<file path="src/rtl/fifo_write_ctrl.sv">
// Write-domain half of an async FIFO: binary/Gray write pointers, RAM write strobe,
// read-pointer synchroniser and the full / almost_full / level / overflow flags.
module fifo_write_ctrl #(
  parameter int PTR_WIDTH    = 4,
  parameter int SYNC_STAGES  = 2,
  parameter int AF_THRESHOLD = 2
) (
  input  logic                 w_clk,
  input  logic                 wresetn,
  input  logic                 wr_enable,
  input  logic                 flush,
  input  logic [PTR_WIDTH:0]   rd_ptr_gray,
  output logic                 fifo_wr_enable,
  output logic [PTR_WIDTH-1:0] wr_addr,
  output logic [PTR_WIDTH:0]   write_ptr,
  output logic [PTR_WIDTH:0]   write_ptr_gray,
  output logic                 full,
  output logic                 almost_full,
  output logic [PTR_WIDTH:0]   wr_level,
  output logic                 overflow
);

  localparam int                 DEPTH    = 1 << PTR_WIDTH;
  localparam logic [PTR_WIDTH:0] DEPTH_V  = (PTR_WIDTH+1)'(DEPTH);
  localparam logic [PTR_WIDTH:0] AF_LEVEL = (PTR_WIDTH+1)'(DEPTH - AF_THRESHOLD);

  logic [PTR_WIDTH:0] rg_sync_q [SYNC_STAGES];
  logic [PTR_WIDTH:0] rptr_sync;
  logic [PTR_WIDTH:0] wptr_next;
  logic [PTR_WIDTH:0] level_next;

  function automatic logic [PTR_WIDTH:0] gray2bin(input logic [PTR_WIDTH:0] g);
    logic [PTR_WIDTH:0] b;
    b[PTR_WIDTH] = g[PTR_WIDTH];
    for (int i = PTR_WIDTH - 1; i >= 0; i--) begin
      b[i] = b[i+1] ^ g[i];
    end
    return b;
  endfunction

  // The strobe is gated by reset so no RAM write can slip out while wresetn is low.
  assign fifo_wr_enable = wresetn & wr_enable & ~full & ~flush;
  assign wr_addr        = write_ptr[PTR_WIDTH-1:0];
  assign wptr_next      = write_ptr + {{PTR_WIDTH{1'b0}}, fifo_wr_enable};
  assign rptr_sync      = gray2bin(rg_sync_q[SYNC_STAGES-1]);
  assign level_next     = wptr_next - rptr_sync;

  always_ff @(posedge w_clk or negedge wresetn) begin
    if (!wresetn) begin
      for (int i = 0; i < SYNC_STAGES; i++) rg_sync_q[i] <= '0;
    end else if (flush) begin
      for (int i = 0; i < SYNC_STAGES; i++) rg_sync_q[i] <= '0;
    end else begin
      rg_sync_q[0] <= rd_ptr_gray;
      for (int i = 1; i < SYNC_STAGES; i++) rg_sync_q[i] <= rg_sync_q[i-1];
    end
  end

  // Flags come from the lagging synchronised read pointer, so they can only err towards full.
  always_ff @(posedge w_clk or negedge wresetn) begin
    if (!wresetn) begin
      write_ptr      <= '0;
      write_ptr_gray <= '0;
      wr_level       <= '0;
      full           <= 1'b0;
      almost_full    <= 1'b0;
      overflow       <= 1'b0;
    end else if (flush) begin
      write_ptr      <= '0;
      write_ptr_gray <= '0;
      wr_level       <= '0;
      full           <= 1'b0;
      almost_full    <= 1'b0;
      overflow       <= 1'b0;
    end else begin
      write_ptr      <= wptr_next;
      write_ptr_gray <= wptr_next ^ (wptr_next >> 1);
      wr_level       <= level_next;
      full           <= (level_next == DEPTH_V);
      almost_full    <= (level_next >= AF_LEVEL);
      if (wr_enable && full) overflow <= 1'b1;
    end
  end

endmodule

</file>
<file path="config.mk">
export PLATFORM = sky130hd
export DESIGN_NAME = fifo_write_ctrl
export DESIGN_NICKNAME = d
export VERILOG_FILES = /design/src/rtl/fifo_write_ctrl.sv
export SDC_FILE = /design/constraint.sdc
export NUM_CORES = 1
export LEC_CHECK = 0
export ABC_AREA = 0
export CAP_MARGIN = 20
export CORE_ASPECT_RATIO = 1.5
export CORE_MARGIN = 2
export CORE_UTILIZATION = 47
export DETAILED_ROUTE_END_ITERATION = 6
export PLACE_DENSITY_LB_ADDON = 0.05
export SLEW_MARGIN = 10
export SYNTH_ARGS = -nofsm -noshare
export SYNTH_HDL_FRONTEND = slang
export SYNTH_SLANG_ARGS = --single-unit
</file>
<file path="constraint.sdc">
create_clock -name w_clk -period 3.4 [get_ports w_clk]
set_input_delay 0.85 -clock w_clk [delete_from_list [all_inputs] [get_ports w_clk]]
set_output_delay 0.85 -clock w_clk [all_outputs]
set_load 0.01 [all_outputs]
</file>
**Word-level counts from Yosys, hierarchy flattened**

Cells that the tools add are included.

- Add/subtract/negate cells: 2
- $mul: 0
- Div/mod/pow operators: 0
- Magnitude comparators: 1
- Eq/ne operators: 1
- Shift-type cells: 0
- Muxes and demuxes: 8
- Bitwise gates (word level): 10
- Reduce and logical (&&, ||, !) cells: 2

Operator list:

| kind | number |
|---|---|
| 5-bit 2-to-1 mux | 3 |
| 10-bit 2-to-1 mux | 1 |
| 5-bit by 1-bit adder with 5-bit output | 1 |
| 5-bit == test (second input constant) | 1 |
| 5-bit by 4-bit >= comparator with 1-bit output (second input constant) | 1 |
| 5-bit subtractor | 1 |
| 5-bit by 4-bit bitwise XOR with 5-bit output | 1 |
| 1-bit 2-to-1 mux | 4 |
| 1-bit bitwise XOR | 4 |
| 1-bit AND | 3 |
| 1-bit NOT | 2 |
| 2-bit nonzero test | 1 |
| 1-bit logical AND | 1 |

- Register bits after elaboration: 28
- Bits in latches: 0
- RAM bits: 0
- Memory bits (read-only): 0
- Bits of input ports: 9
- Output and inout bits: 23
- Memories: 0

**Depth between registers and ports, before layout**

- Depth in word-level cells: 7
- Gate-level depth with buffers: 12
- Gate-level depth less buffers: 11

**Worst setup path after synthesis**

No wires, ideal clock.

- Path type: input to register
- From: in flush
- To: reg almost_full
- Setup time: 0.139 ns
- Data arrival time: 3.399 ns
- Required time: 3.261 ns
- Path slack: -0.139 ns
- Stages: 10
- Buffers on the path: 2
- Cells stage by stage: clkbuf_1 -> clkbuf_1 -> nor3_1 -> ha_1 -> ha_1 -> inv_1 -> fa_1 -> o31ai_2 -> mux2i_1 -> o41ai_2

- Longest elaborated chain between the ends: 6

Ends and longest elaborated chain:

| element | line | RTL |
|---|---|---|
| start: declaration | 11 | `input logic flush,` |
| 1-bit NOT | 42 | `assign fifo_wr_enable = wresetn & wr_enable & ~full & ~flush;` |
| 1-bit AND | 42 |  |
| net fifo_wr_enable | 13 | `output logic fifo_wr_enable,` |
| 5-bit by 1-bit adder with 5-bit output | 44 | `assign wptr_next = write_ptr + {{PTR_WIDTH{1'b0}}, fifo_wr_enable};` |
| 5-bit subtractor | 46 | `assign level_next = wptr_next - rptr_sync;` |
| 5-bit by 4-bit >= comparator with 1-bit output | 80 | `almost_full <= (level_next >= AF_LEVEL);` |
| 1-bit 2-to-1 mux | 68 | `end else if (flush) begin` |
| end signal: assignment | 80 |  |
| end: declaration | 18 | `output logic almost_full,` |

The timed path passes the listed nets, and every way through them passes these cells.
A chain may end at the register's enable or synchronous reset.

**Final worst setup path**

- From: in wresetn
- To: reg almost_full

- Longest elaborated chain between the ends: 7

Ends and longest elaborated chain:

| element | line | RTL |
|---|---|---|
| start: declaration | 9 | `input logic wresetn,` |
| 1-bit AND (3 in series) | 42 |  |
| 5-bit by 1-bit adder with 5-bit output | 44 |  |
| 5-bit subtractor | 46 |  |
| 5-bit by 4-bit >= comparator with 1-bit output | 80 |  |
| 1-bit 2-to-1 mux | 68 |  |

Every way passes these cells.

==> run summary <==
worst setup margin - 0.267 ns
crit-path leading delay family - adder cells
Final Cycle Share - 0.922
largest net degree at the start of global routing - 28
Pre-antenna DRT Iters - 4
final net count - 157
Die ar. - 3100 um^2
Worst Tran Pin Value - 0.331 ns
CP startpoint kind - input port
FP Rows - 22
worst reg2reg path startpoint - rg_sync_q[3]$_DFF_PN0_
postcts setup bufs - 0
Cells after Synth - 104
Layout area overhead - 31.3%
reg2reg end - almost_full$_DFF_PN0_
routed vias - 826
most used cell, CP - ha_1
Post-DP Area - 1620 um^2
H-tree depth - 1
most frequent cell after synthesis - dfrtp_1
final hold vios - 0
Crit Path Max Fanout - 3
RSZ-0062 raised after global routing - no
Initial Utilization - 0.506
Post-synth ARST share - 1.00
syn nets - 120
vias per inst - 5.04
P_leak - 0.782 nW
Slew HR - 0.773
# diodes - 0
Critical path origin - wresetn
area leader, netlist - dfrtp_1
Congestion Overflow GR - 0
Root Buffer Master - clkbuf_4
Final setup viols - 0
VDD IR max - 0.000271 V
Hold Path Origin - rg_sync_q[9]$_DFF_PN0_
post-layout min period - 3.13 ns
number of synthesized flops with an enable pin - 0
Arr. time, crit path - 3.34 ns
Avg Synthesized Cell Area - 12.0 um^2
global-route wire length before repair - 3660 um
WP data required - 3.61 ns
pwr dens - 394 nW/um^2
TritonCTS buffer count - 3
DRC Markers - 0
1st-iter DRT viols - 2
Crit. End Element - flop
max incr delay on CP - 0.48 ns
# resized after CTS - 0
Worst Path Buf+Inv - 2
outcome - complete, no violations
DR WL/cell - 13.0 um
Worst Hold Path EP - rg_sync_q[4]$_DFF_PN0_
post-synthesis sequential area ratio - 0.539
reg2reg setup slack - 0.59 ns
Mapped Area - 1250 um^2
share of layout cells above drive strength 1 - 0.129
top_reg_cell synth - dfrtp_1
GRT Util Overall - 0.166
critical path class - input port to flop
Achievable Freq - 319 MHz
Setup WS pre-CTS - -0.0893 ns
Hold Path Class - flop to flop
drt total wl - 2130 um
clk_lat worst skew - 0.32 ns
RePlAce Congestion - 0.793
core area - 2480 um^2
Max clock buf depth - 2
initial antenna violation count - 0
hold path cells - 1
Die X-Extent - 46.2 um
remaining antenna violation count after routing - 0
slowest CP cell - clkdlybuf4s50_1
post-DP HPWL - 1640 um
Seq cells post-synth - 27
# Max-Cap Violations - 0
DIE HEIGHT - 67.2 um
I/O pins - 32
Port Buf Inserts - 31
Distinct cells, synth - 23
Num Clock Sinks - 27
skew final - 0.00307 ns
Finished Cell Area - 1640 um^2
CTS tree - built
max-slew violations - 0
CTS hold repair buffers - 0
Post-synth top cells - dfrtp_1, nor2_1, nor2b_1, xnor2_1, ha_1
worst path cell trace - clkdlybuf4s50_1 -> nand2_1 -> nor3_2 -> ha_1 -> ha_1 -> inv_1 -> fa_1 -> o31ai_2 -> mux2i_1 -> o41ai_2
Yosys warning total - 0
Final Util - 0.664
vias in the first global route - 863
top-area cell type share of the netlist area - 0.539
path depth of the worst reg2reg path - 8
clock-pin slew on the worst setup and hold paths - 0.14 ns
synth top area cells - dfrtp_1, xnor2_1, ha_1, nor2b_1, nor2_1
where the power goes:
part	leakage (nW)	switching, mW	total (mW)	internal (mW)
registers	0.361	0.00768	0.350	0.343
clock network	0.0177	0.0934	0.137	0.0440
logic	0.403	0.0741	0.159	0.0853
total	0.782	0.175	0.647	0.472
how the worst max path moves through the flow:
stage                            endpoint  slack [ns]  cells past startpoint
floorplan           almost_full$_DFF_PN0_        0.12                     10
global placement           full$_DFF_PN0_       -0.04                     11
detailed placement  almost_full$_DFF_PN0_       -0.09                     10
CTS                 almost_full$_DFF_PN0_        0.25                     10
global route               full$_DFF_PN0_        0.10                     11
finish              almost_full$_DFF_PN0_        0.27                     10
cell type report:
cell class	count	area [um^2]
sequential	27	676
clock inverter	1	5.00
clock buffer	3	22.5
multi-input combinational	64	514
tap	24	30.0
inverter	5	18.8
timing repair buffer	40	378
fill	215	833
registers in the layout, summed over array words and instances, names as in the netlist:
| name | flops |
|---|---|
| overflow | 1 |
| wr_level | 5 |
| write_ptr_gray | 4 |
| almost_full | 1 |
| rg_sync_q | 10 |
| full | 1 |
| write_ptr | 5 |
stage by stage:
step                      TNS, ns  hold slack [ns]  std cells  power, mW
after global placement    -0.0418            0.443        160      0.515
after global routing            0            0.533        164      0.685
after CTS                       0            0.493        164      0.654
final                           0            0.491        164      0.647
after detailed placement   -0.175            0.461        160      0.518
after floorplan                 0            0.439        104      0.444
layer usage:
metal	up-vias	part of all wire	GRT usage
li1	397	-	-
met3	2	0.028	0.0160
met1	403	0.39	0.183
met4	0	0.011	0.0750
met5	-	0	0
met2	24	0.57	0.304
cell usage in the layout, fill, tap and decap left out, types with 3 or more instances in the layout:
cell type / n
a21oi_1: 3
buf_4: 9
clkbuf_4: 3
clkdlybuf4s50_1: 31
dfrtp_1: 27
ha_1: 6
inv_1: 5
nand3_1: 3
nor2_1: 14
nor2b_1: 12
xnor2_1: 9
xor2_1: 5
cells by family after synthesis:
family,Yosys count,synth area share
compound gates,6,0.0390
xor+xnor,17,0.148
fa+ha+maj,7,0.0759
buf+inv,13,0.0540
flops,27,0.539
mux,1,0.00799
simple gates,33,0.136
worst register-to-register path, cell delays in order (launching register included):
cell and delay [ns]:
dfrtp_1 0.42, xnor3_1 0.46, xor2_1 0.30, xnor2_1 0.11, ha_1 0.21, fa_1 0.41, o31ai_2 0.29, mux2i_1 0.37
o41ai_2 0.13
No activity file was read; power rests on OpenSTA's default activity.
